`config.mk`:
```
export PLATFORM = sky130hd
export DESIGN_NAME = io_bus_initiator
export DESIGN_NICKNAME = d
export VERILOG_FILES = /design/src/rtl/io_bus_pkg.sv /design/src/rtl/io_timeout_counter.sv /design/src/rtl/io_bus_initiator.sv
export SDC_FILE = /design/constraint.sdc
export NUM_CORES = 1
export LEC_CHECK = 0
export ABC_AREA = 1
export CORE_MARGIN = 2
export CORE_UTILIZATION = 46
export CTS_CLUSTER_SIZE = 20
export DETAILED_ROUTE_END_ITERATION = 8
export GPL_TIMING_DRIVEN = 0
export PLACE_DENSITY_LB_ADDON = 0.1
export SYNTH_ARGS = -nofsm -noshare
export SYNTH_HDL_FRONTEND = slang
export SYNTH_SLANG_ARGS = --single-unit
```
`constraint.sdc`:
```
create_clock -name clk -period 3.6 [get_ports clk]
set_input_delay 0.36 -clock clk [delete_from_list [all_inputs] [get_ports clk]]
set_output_delay 0.36 -clock clk [all_outputs]
set_load 0.05 [all_outputs]
```
`src/rtl/io_bus_pkg.sv`:
```
// io_mem bus shared types and constants.
// FSM states, IO address map, default error data.
package io_bus_pkg;

  typedef enum logic [1:0] {
    ST_IDLE = 2'd0,
    ST_REQ  = 2'd1,
    ST_ACK  = 2'd2
  } io_state_t;

  localparam logic [27:0] ADDR_SPART_DATA = 28'h8000000;
  localparam logic [27:0] ADDR_SPART_STAT = 28'h8000001;
  localparam logic [27:0] ADDR_DVI_START  = 28'h8000004;
  localparam logic [27:0] ADDR_DISP_ON    = 28'h8000005;
  localparam logic [27:0] ADDR_TICK       = 28'h8000006;

  localparam logic [31:0] ERR_DATA_DFLT = 32'hFFFF_FFFF;

endpackage

```
`src/rtl/io_timeout_counter.sv`:
```
// Saturating phase counter for the io_mem initiator.
// clk, rst (async low), clr, en in; timeout out.
module io_timeout_counter #(
  parameter int unsigned TIMEOUT_CYCLES = 1024
) (
  input  logic clk,
  input  logic rst,
  input  logic clr,
  input  logic en,
  output logic timeout
);

  localparam int W = (TIMEOUT_CYCLES > 2) ?
                     $clog2(TIMEOUT_CYCLES) : 1;
  localparam logic [W-1:0] LAST = W'(TIMEOUT_CYCLES - 1);

  logic [W-1:0] count;

  always_ff @(posedge clk or negedge rst) begin
    if (!rst) begin
      count <= '0;
    end else if (clr) begin
      count <= '0;
    end else if (en && (count != LAST)) begin
      count <= count + 1'b1;
    end
  end

  assign timeout = (count == LAST);

endmodule

```
`src/rtl/io_bus_initiator.sv`:
```
// CPU-side initiator for the io_mem valid/ready bus.
// cpu_* request/response, io_mem_* bus; all outputs registered.
module io_bus_initiator
  import io_bus_pkg::*;
#(
  parameter int unsigned TIMEOUT_CYCLES = 1024,
  parameter logic [31:0] ERR_DATA       = ERR_DATA_DFLT
) (
  input  logic        clk,
  input  logic        rst,
  input  logic        cpu_req,
  input  logic        cpu_we,
  input  logic [27:0] cpu_addr,
  input  logic [31:0] cpu_wdata,
  output logic [31:0] cpu_rdata,
  output logic        cpu_done,
  output logic        cpu_busy,
  output logic        cpu_err,
  output logic [31:0] io_mem_data_wr,
  input  logic [31:0] io_mem_data_rd,
  output logic [27:0] io_mem_data_addr,
  output logic        io_mem_rw_data,
  output logic        io_mem_valid_data,
  input  logic        io_mem_ready_data
);

  io_state_t   state_q, state_d;
  logic        valid_q, valid_d;
  logic        busy_q, busy_d;
  logic        done_q, done_d;
  logic        err_q, err_d;
  logic [31:0] rdata_q, rdata_d;
  logic [27:0] addr_q, addr_d;
  logic [31:0] wdata_q, wdata_d;
  logic        rw_q, rw_d;
  logic        timeout;
  logic        cnt_clr;
  logic        cnt_en;

  // Counter restarts whenever the FSM changes state.
  assign cnt_clr = (state_d != state_q) ||
                   (state_q == ST_IDLE);
  assign cnt_en  = (state_q != ST_IDLE);

  io_timeout_counter #(
    .TIMEOUT_CYCLES(TIMEOUT_CYCLES)
  ) u_tmo (
    .clk    (clk),
    .rst    (rst),
    .clr    (cnt_clr),
    .en     (cnt_en),
    .timeout(timeout)
  );

  always_comb begin
    state_d = state_q;
    valid_d = valid_q;
    busy_d  = busy_q;
    done_d  = 1'b0;
    err_d   = 1'b0;
    rdata_d = rdata_q;
    addr_d  = addr_q;
    wdata_d = wdata_q;
    rw_d    = rw_q;
    unique case (state_q)
      ST_IDLE: begin
        if (cpu_req) begin
          addr_d  = cpu_addr;
          wdata_d = cpu_wdata;
          rw_d    = cpu_we;
          valid_d = 1'b1;
          busy_d  = 1'b1;
          state_d = ST_REQ;
        end
      end
      ST_REQ: begin
        if (io_mem_ready_data) begin
          if (!rw_q) rdata_d = io_mem_data_rd;
          done_d  = 1'b1;
          state_d = ST_ACK;
        end else if (timeout) begin
          if (!rw_q) rdata_d = ERR_DATA;
          done_d  = 1'b1;
          err_d   = 1'b1;
          state_d = ST_IDLE;
        end
      end
      ST_ACK: begin
        // Valid stays up until the responder drops ready.
        if (!io_mem_ready_data) begin
          state_d = ST_IDLE;
        end else if (timeout) begin
          err_d   = 1'b1;
          state_d = ST_IDLE;
        end
      end
      default: state_d = ST_IDLE;
    endcase
    if ((state_d == ST_IDLE) && (state_q != ST_IDLE)) begin
      valid_d = 1'b0;
      busy_d  = 1'b0;
      addr_d  = '0;
      wdata_d = '0;
      rw_d    = 1'b0;
    end
  end

  always_ff @(posedge clk or negedge rst) begin
    if (!rst) begin
      state_q <= ST_IDLE;
      valid_q <= 1'b0;
      busy_q  <= 1'b0;
      done_q  <= 1'b0;
      err_q   <= 1'b0;
      rdata_q <= '0;
      addr_q  <= '0;
      wdata_q <= '0;
      rw_q    <= 1'b0;
    end else begin
      state_q <= state_d;
      valid_q <= valid_d;
      busy_q  <= busy_d;
      done_q  <= done_d;
      err_q   <= err_d;
      rdata_q <= rdata_d;
      addr_q  <= addr_d;
      wdata_q <= wdata_d;
      rw_q    <= rw_d;
    end
  end

  assign cpu_rdata         = rdata_q;
  assign cpu_done          = done_q;
  assign cpu_busy          = busy_q;
  assign cpu_err           = err_q;
  assign io_mem_data_wr    = wdata_q;
  assign io_mem_data_addr  = addr_q;
  assign io_mem_rw_data    = rw_q;
  assign io_mem_valid_data = valid_q;

endmodule

```
* Word-level counts from Yosys, hierarchy flattened
Index checks and enable logic that the tools add are counted.
** Word-level totals
- Register bits :: 108
- Output and inout bits :: 97
** Cells by class
- $add $sub $neg :: 1
- Equality and inequality tests :: 5
- Mux-type cells :: 29
- Bitwise logic cells :: 1
- Reduce and logical (&&, ||, !) cells :: 12
** Operators by type and width (number)
- 32-bit 2-to-1 mux :: 7
- 28-bit 2-to-1 mux :: 3
- 10-bit 2-to-1 mux :: 2
- 1-bit 2-to-1 mux :: 11
- 10-bit by 1-bit adder with 10-bit output, second input constant :: 1
- 10-bit == test, second input constant :: 1
- 10-bit inequality test, second input constant :: 1
- 2-bit nonzero test :: 5
- 2-bit 2-to-1 mux :: 4
- 2-bit case mux with 3 select lines :: 1
- 2-bit logical NOT :: 2
- 3-bit AND reduction :: 1
- 2-bit by 1-bit == test with 1-bit output, second input constant :: 1
- 2-bit == test, second input constant :: 1
- 1-bit logical AND :: 2
- 2-bit inequality test :: 1
- 1-bit case mux with 2 select lines :: 1
- 2-bit AND reduction :: 1
- 1-bit logical OR :: 1
- 1-bit NOT :: 1

* Depth between registers and ports, before layout
Gate-level depths: netlist (run 1).
- Depth in word-level cells :: 8
- Depth in mapped cells :: 13

* By module
A second synthesis (run 1) with hierarchy kept.
** Second synthesis, totals
- Cells, all modules :: 544
- Area, all modules :: 4733.3 µm²
** By module, submodules not included
- io_bus_initiator :: times used 1, cells an instance 450, area each 4065.1 µm², sequential area each 2452.4 µm²
- io_timeout_counter :: times used 1, cells an instance 94, area each 668.1 µm², sequential area each 250.2 µm²

* Least setup slack after synthesis (run 1)
Ideal clock, no wire load.
- Path kind :: register to register
- Start point :: reg state_q[1]
- End point :: reg rw_q (netlist: io_mem_rw_data)
- Setup time :: 66 ps
- Arrival :: 1634 ps
- Required time :: 3534 ps
- Setup slack :: 1900 ps
- Cell stages (with the launch flop) :: 13
- Buffers on the path :: 1
- Period minus slack after synthesis :: 1700 ps
- Cells stage by stage :: dfrtp_1 -> inv_1 -> ha_1 -> inv_1 -> or2_2 -> nand2_1 -> nand2_1 -> nand2_1 -> nand2_1 -> nand2_2 -> buf_2 -> nand3_1 -> nand2_1
** On the way
- Word-level cells in the longest chain between the ends :: 7
** RTL lines
- from (decl) :: line io_bus_initiator.sv:27 : io_state_t state_q, state_d;
- from (signal assigned) :: line io_bus_initiator.sv:120 : state_q <= state_d;
- 2-bit 2-to-1 mux :: line io_bus_initiator.sv:81, io_bus_initiator.sv:92
- 2-bit 2-to-1 mux (on tied branches) :: line io_bus_initiator.sv:90, io_bus_initiator.sv:77
- 2-bit case mux with 3 select lines :: line io_bus_initiator.sv:65 : unique case (state_q)
- 2-bit logical NOT :: line io_bus_initiator.sv:99 : if ((state_d == ST_IDLE) && (state_q != ST_IDLE)) begin
- 1-bit logical AND :: line io_bus_initiator.sv:99
- 2-bit nonzero test (no source line)
- 2-bit AND reduction (no source line)
- to (signal assigned) :: line io_bus_initiator.sv:128 : rw_q <= rw_d;
- to (decl) :: line io_bus_initiator.sv:35 : logic rw_q, rw_d;
Several ways; a longest one is shown, not always the timed one.
A chain may end at the register's enable or synchronous reset.

==> results.md, run 1 <==
* Status: completed
* Post-Syn Area at 0.00451 mm2
* Cell Pwr Density at 979 mW/mm2
* Final setup vio count at 0
* Commonest cells post-synth: nand2_1, dfrtp_1, nand3_1
* Post-CTS Setup Repair Bufs at 0
* Ys async rst share at 100%
* First-pass GRT wire length at approximately 18 mm
* Fin crit period at approximately 2.1 ns
* Final net count at between 800 and 900
* Multi-input gate area at roughly 0.0015 mm2
* Worst Setup End Kind: output pin
* Cells after Synth at 511
* Count leader, synth: nand2_1
* Fmax achieved at about 490 MHz
* Critical Path AT at ~1.7 ns
* Final-layout fill cell count at around 770
* Port bufs at 193
* Syn-to-layout area delta at 52.1%
* CTS Sinks at approximately 110
* Design Area, Final at approximately 0.007 mm2
* Sequential fraction of the synthesis area at roughly three fifths
* Dpl ws at between 1 and 1.5 ns
* CTS max path bufs at 2
* Net Count, Synth at about 610
* Netlist cell types at 22
* Root Driver: clkbuf_8
* Initial antenna violation count at 0
* DRC viols at 0
* Row count at 36
* Pleak at 3.28 nW
* Total CTS buffers at 9
* Initial DRC count at 144
* Number of global-route vias before repair at roughly 3900
* Final hold vios at 0
* Register area at about 0.0027 mm2
* Worst Max-Slew Pin Slew at approximately 0.58 ns
* Synth top area cells: dfrtp_1, nand2_1, nand3_1
* Layout cells sized above 1 at between 5 and 6%
* DP HPWL at 8.76 mm
* Antenna Violating Nets Remaining at 0
* Initial Util at between 40% and 50%
* Clock latency on the worst-skew pair at 0.37 ns
* Number of max-cap violations at 0
* Die height at between 100 and 150 um
* ANT cells at 0
* Synth Warn # at 0
* Largest net degree at the start of global routing at 66
* Final period utilization at 57.1%
* Core area at a little under 0.01 mm2
* H-Tree Depth at 3
* Relative slew margins at between 60% and 70%
* Final setup skew at approximately 0.013 ns
* Min-Delay Path Class: reg -> reg
* RSZ-0062 raised after global routing: no
* Syn_area_per_cell at 8.83 um2
* Flop-to-flop setup slack at ~1.6 ns
* Crit start category: register
* CP required at between 3 and 4 ns
* Post-synth top area cell: dfrtp_1
* Routed Wire Length at about 12 mm
* VDD IR max at 0.537 mV
* Placed cell areas at 0.00663 mm2
* Die ar. at 0.0106 mm2
* Final Worst Setup Slack at 1.54 ns
* Final slew viol count at 0
* DR pass1 iterations at 4
* Synth top area share at roughly 60%
* DR WL/cell at 13.8 um
* Vias at just over 4000
* Post-synth top flop: dfrtp_1
* RD Place Congestion at 0.816
* Gr usage total at between 20 and 25%
* Post-synth EDFFs at 0
* Ports at around 190
* Synth Register Bits at around 110
* TritonCTS clock tree: done
* CP max FO at 3
* Gr ovfl total at 0
* Clock slew at reported path FFs at around 0.10 ns
* Die width at about 100 um
* Vias/cell at 4.78
* Setup CP Type: reg -> out
-- power breakdown --
group          total, mW  switching (mW)  internal (mW)
sequential          1.98           0.278           1.71
clock              0.789           0.420          0.370
combinational       3.95            2.70           1.25
total               6.72            3.40           3.33
-- flip-flops by register name (all words and copies together) (netlist names) --
register / count
cpu_busy: 1
cpu_done: 1
cpu_err: 1
cpu_rdata: 32
io_mem_data_addr: 28
io_mem_data_wr: 32
io_mem_rw_data: 1
state_q: 2
u_tmo.count: 10
-- cells in the final DEF (no fill, tap or decap), types with 3 or more instances in the layout --
master           count
buf_2               12
nand2_1            152
o21ai_1              5
dfrtp_1            108
ha_1                 5
clkbuf_8            11
nor2_1              17
nand4_1              3
inv_1               46
o21ai_0             64
clkdlybuf4s50_1    192
a21oi_1              3
clkbuf_1            16
nand3_1             66
-- kinds of logic (layout without fill, tap and decap cells) --
family                   count (synthesis)  in the layout  share of synthesized area (%)
AND/OR/NAND/NOR                        244            244                           22.9
flip-flops                             108            108                           59.9
buffers and inverters                   77            288                           6.82
AO/OA/AOI/OAI                           73             73                           8.16
adder cells (fa/ha/maj)                  5              5                           1.39
XOR/XNOR                                 4              4                          0.777
-- final cells by class --
cell class / instances / share of cell area, %
repair buffers: 195 / 28.7
multi-input cells: 326 / 21.9
well taps: 133 / 2.42
plain buffers: 29 / 1.86
flip-flops and latches: 108 / 39.4
clock buffers: 11 / 2.21
clock inverters: 5 / 0.985
inverters: 48 / 2.63
-- routing by layer --
metal	global-route usage (%)	share of wire (%)	routed length [um]
met5	0	0	0
met4	8.30	1.8	218
met3	7.32	9.7	1140
met2	35.3	47	5540
met1	28.2	42	4910
-- repair_timing --
item                                   in CTS  in global routing
hold buffers                                1                  0
gates resized for setup                     0                  0
endpoints found under the hold margin      40                  0
-- worst max-delay path: stages, from the launching register on --
cell             delay (ns)
dfrtp_1                0.42
buf_4                  0.13
clkdlybuf4s50_1        0.78
-- worst paths after layout --
check / end / from / cells after the start
min in group asynchronous: u_tmo.count[4] / rst / 2
min reg2reg: io_mem_data_wr[0] / io_mem_data_wr[0] / 2
max: io_mem_valid_data / cpu_busy / 2
max reg2reg: io_mem_data_wr[4] / state_q[1] / 12
max in group asynchronous: io_mem_data_wr[16] / rst / 3
min: io_mem_data_wr[0] / io_mem_data_wr[0] / 2
-- metrics by stage --
| step | hold slack [ns] | util [%] | power, mW | std cells | TNS (ns) |
|---|---|---|---|---|---|
| 6_report | 0.504 | 71.2 | 6.72 | 855 | 0 |
| 5_1_grt | 0.507 | 71.2 | 7.11 | 855 | 0 |
| 3_3_place_gp | 0.480 | 68.6 | 5.90 | 837 | -207.72 |
| 3_5_place_dp | 0.394 | 68.8 | 5.97 | 838 | 0 |
| 4_1_cts | 0.496 | 71.2 | 6.78 | 855 | 0 |
| 2_1_floorplan | 0.0644 | - | 4.54 | 511 | 0 |
Note: power is estimated with default switching activity, not from simulation.
==> inputs of run 2 (changes only) <==
CORE_UTILIZATION = 38   (was 46)
clock period = 1.8 ns   (was 3.6 ns; I/O delays follow)
==> run 2 against run 1 <==
The flow now finishes with violations (design-rule violations, negative setup slack). Cell count up 4.2%. Utilization fell by 5.0 points. Non-clock buffer count grew 24. Die area grew 20%. Worst hold slack lost 0.14 ns. Clock skew fell by 0.0078 ns. Via count up 4.8%. Combinational power up 140%. Global-route usage is 1.2 points lower. Critical path type is now reg -> reg. Highest routed layer unchanged.
==> results.md, run 2 (same netlist as run 1, synthesis figures left out) <==
* Reg2reg path depth at 12
* DRC viols at 13
* Worst Setup End Kind: register
* Largest net degree at the start of global routing at slightly below 60
* Port bufs at 193
* Clock slew at reported path FFs at approximately 0.070 ns
* Flop-to-flop setup slack at -0.03 ns
* Commonest non-fill, non-tap cell in the layout: clkdlybuf4s50_1
* DR pass1 iterations at 7
* Register area at around 0.0027 mm2
* Core area at 0.0115 mm2
* Start of the worst register-to-register path: state_q[0]
* Crit start category: register
* H-Tree Depth at 3
* CP required at slightly above 2 ns
* Final net count at 846
* CTS max path bufs at 2
* Final period utilization at 102%
* Final setup skew at between 0.005 and 0.006 ns
* Final hold vios at 0
* Clock latency on the worst-skew pair at about 0.35 ns
* Number of global-route vias before repair at between 4000 and 5000
* RD Place Congestion at 0.813
* Min-Delay Path Class: in -> reg
* Routed Wire Length at roughly 14 mm
* Initial antenna violation count at 0
* Violated checks: design-rule violations, negative setup slack
* Die width at between 100 and 150 um
* Critical Path AT at around 2.1 ns
* Relative slew margins at 54.8%
* Final slew viol count at 0
* Multi-input gate area at 0.00183 mm2
* RSZ-0062 raised after global routing: yes
* Number of max-cap violations at 0
* Placed cell areas at between 0.006 and 0.007 mm2
* DR WL/cell at 15.2 um
* Die height at around 110 um
* Hold WS at ~0.36 ns
* Fmax achieved at roughly 550 MHz
* DP HPWL at about 9.1 mm
* Design Area, Final at 0.00762 mm2
* Cell Pwr Density at roughly 2000 mW/mm2
* RR Endpoint: io_mem_data_wr[0]
* Final setup vio count at 21
* Gr usage total at 20.9%
* Worst Hold End: io_mem_data_wr[2]
* Final-layout fill cell count at roughly 1000
* Die ar. at about 0.013 mm2
* Most frequent cells in the layout: clkdlybuf4s50_1, nand2_1, dfrtp_1
* VDD IR max at between 1 and 1.5 mV
* Hold Path Depth at 3
* Syn-to-layout area delta at 68.9%
* Ports at around 190
* Hold_sp: cpu_wdata[2]
* Initial Util at approximately two fifths
* Vias at 4282
* Final Worst Setup Slack at -0.0307 ns
* Vias/cell at roughly 4.8
* Row count at 39
* Total CTS buffers at 9
* Setup CP Type: reg -> reg
* Pleak at between 3 and 4 nW
* ANT cells at 0
* CTS Sinks at around 110
* Gr ovfl total at 0
* Layout cells sized above 1 at approximately 15%
* Fin crit period at about 1.8 ns
* Worst Max-Slew Pin Slew at 0.677 ns
* CP max FO at 5
* First-pass GRT wire length at roughly 21 mm
* Initial DRC count at ~190
* Root Driver: clkbuf_16
* Antenna Violating Nets Remaining at 0
* TritonCTS clock tree: done
* Status: complete, but fails checks
==> run 2: changes by cell type in the layout (fill, tap and decap cells not counted), moves of 11 or more <==
cell	before	now
clkbuf_16	0	11
nand2_1	152	141
nand3_2	1	26
buf_4	2	18
nand3_1	66	40
buf_6	0	13
buf_2	12	0
o21ai_0	64	53
==> run 2: critical path: stages (launching register included) <==
cell and delay, ns:
dfrtp_1 0.44, inv_2 0.10, ha_2 0.19, nand2_2 0.08, o21ai_2 0.07, nand2_2 0.09
nand2_4 0.06, a21oi_4 0.15, buf_12 0.16, nand2_8 0.09, clkbuf_16 0.17, nand3_1 0.06
nand2_1 0.06
==> run 2: metrics by stage <==
stage / worst slack (ns) / TNS [ns] / std cells / utilization (%) / power [mW]
after detailed placement: -0.278 / -21.42 / 848 / 57.7 / 12.0
after floorplan: 0.0995 / 0 / 511 / - / 9.09
after CTS: -0.0157 / -0.104 / 877 / 62.0 / 14.5
after global placement: -3.60 / -403.53 / 847 / 57.5 / 11.8
final: -0.0307 / -0.240 / 891 / 66.2 / 15.5
after global routing: -0.125 / -7.41 / 891 / 66.2 / 16.3
==> run 2: how the worst max path moves through the flow <==
stage                from              endpoint  slack (ns)  cells after the start
2_1_floorplan  state_q[1]        io_mem_rw_data         0.1                     12
3_3_place_gp          rst    io_mem_data_wr[21]       -3.60                      1
3_5_place_dp   state_q[0]   io_mem_data_addr[9]       -0.28                      9
4_1_cts        state_q[0]  io_mem_data_addr[21]       -0.02                     12
5_1_grt        state_q[0]   io_mem_data_addr[7]       -0.12                     12
6_report       state_q[0]     io_mem_data_wr[0]       -0.03                     12
==> run 2: layout make-up <==
class                           count  area share, %
Buffer                             29           2.64
Clock buffer                       14           3.60
Clock inverter                      1          0.394
Inverter                           48           2.40
Multi-Input combinational cell    329           24.0
Sequential cell                   108           35.5
Tap cell                          143           2.35
Timing Repair Buffer              219           29.2
==> run 2: timing repair <==
item,CTS,global route
pin swaps,5,40
buffers inserted,9,9
gates cloned,4,5
resized for setup,34,92
hold endpoints to repair,50,0
hold buffers,1,0
endpoints found under the setup margin,106,105
==> run 2: per-layer routing <==
metal  routed length, um  global-route usage (%)  up-vias
li1                    -                       -     2107
met1                5430                    26.3     2007
met2                6560                    33.5      152
met3                1320                    7.12       16
met4                 248                    8.62        0
met5                   0                       0        -
==> run 2: where the power goes <==
| part | switching (mW) | leakage, nW | total, mW | internal, mW |
|---|---|---|---|---|
| Clock | 0.823 | 0.149 | 2.01 | 1.19 |
| Sequential | 0.605 | 1.36 | 4.03 | 3.42 |
| Combinational | 6.05 | 2.06 | 9.44 | 3.40 |
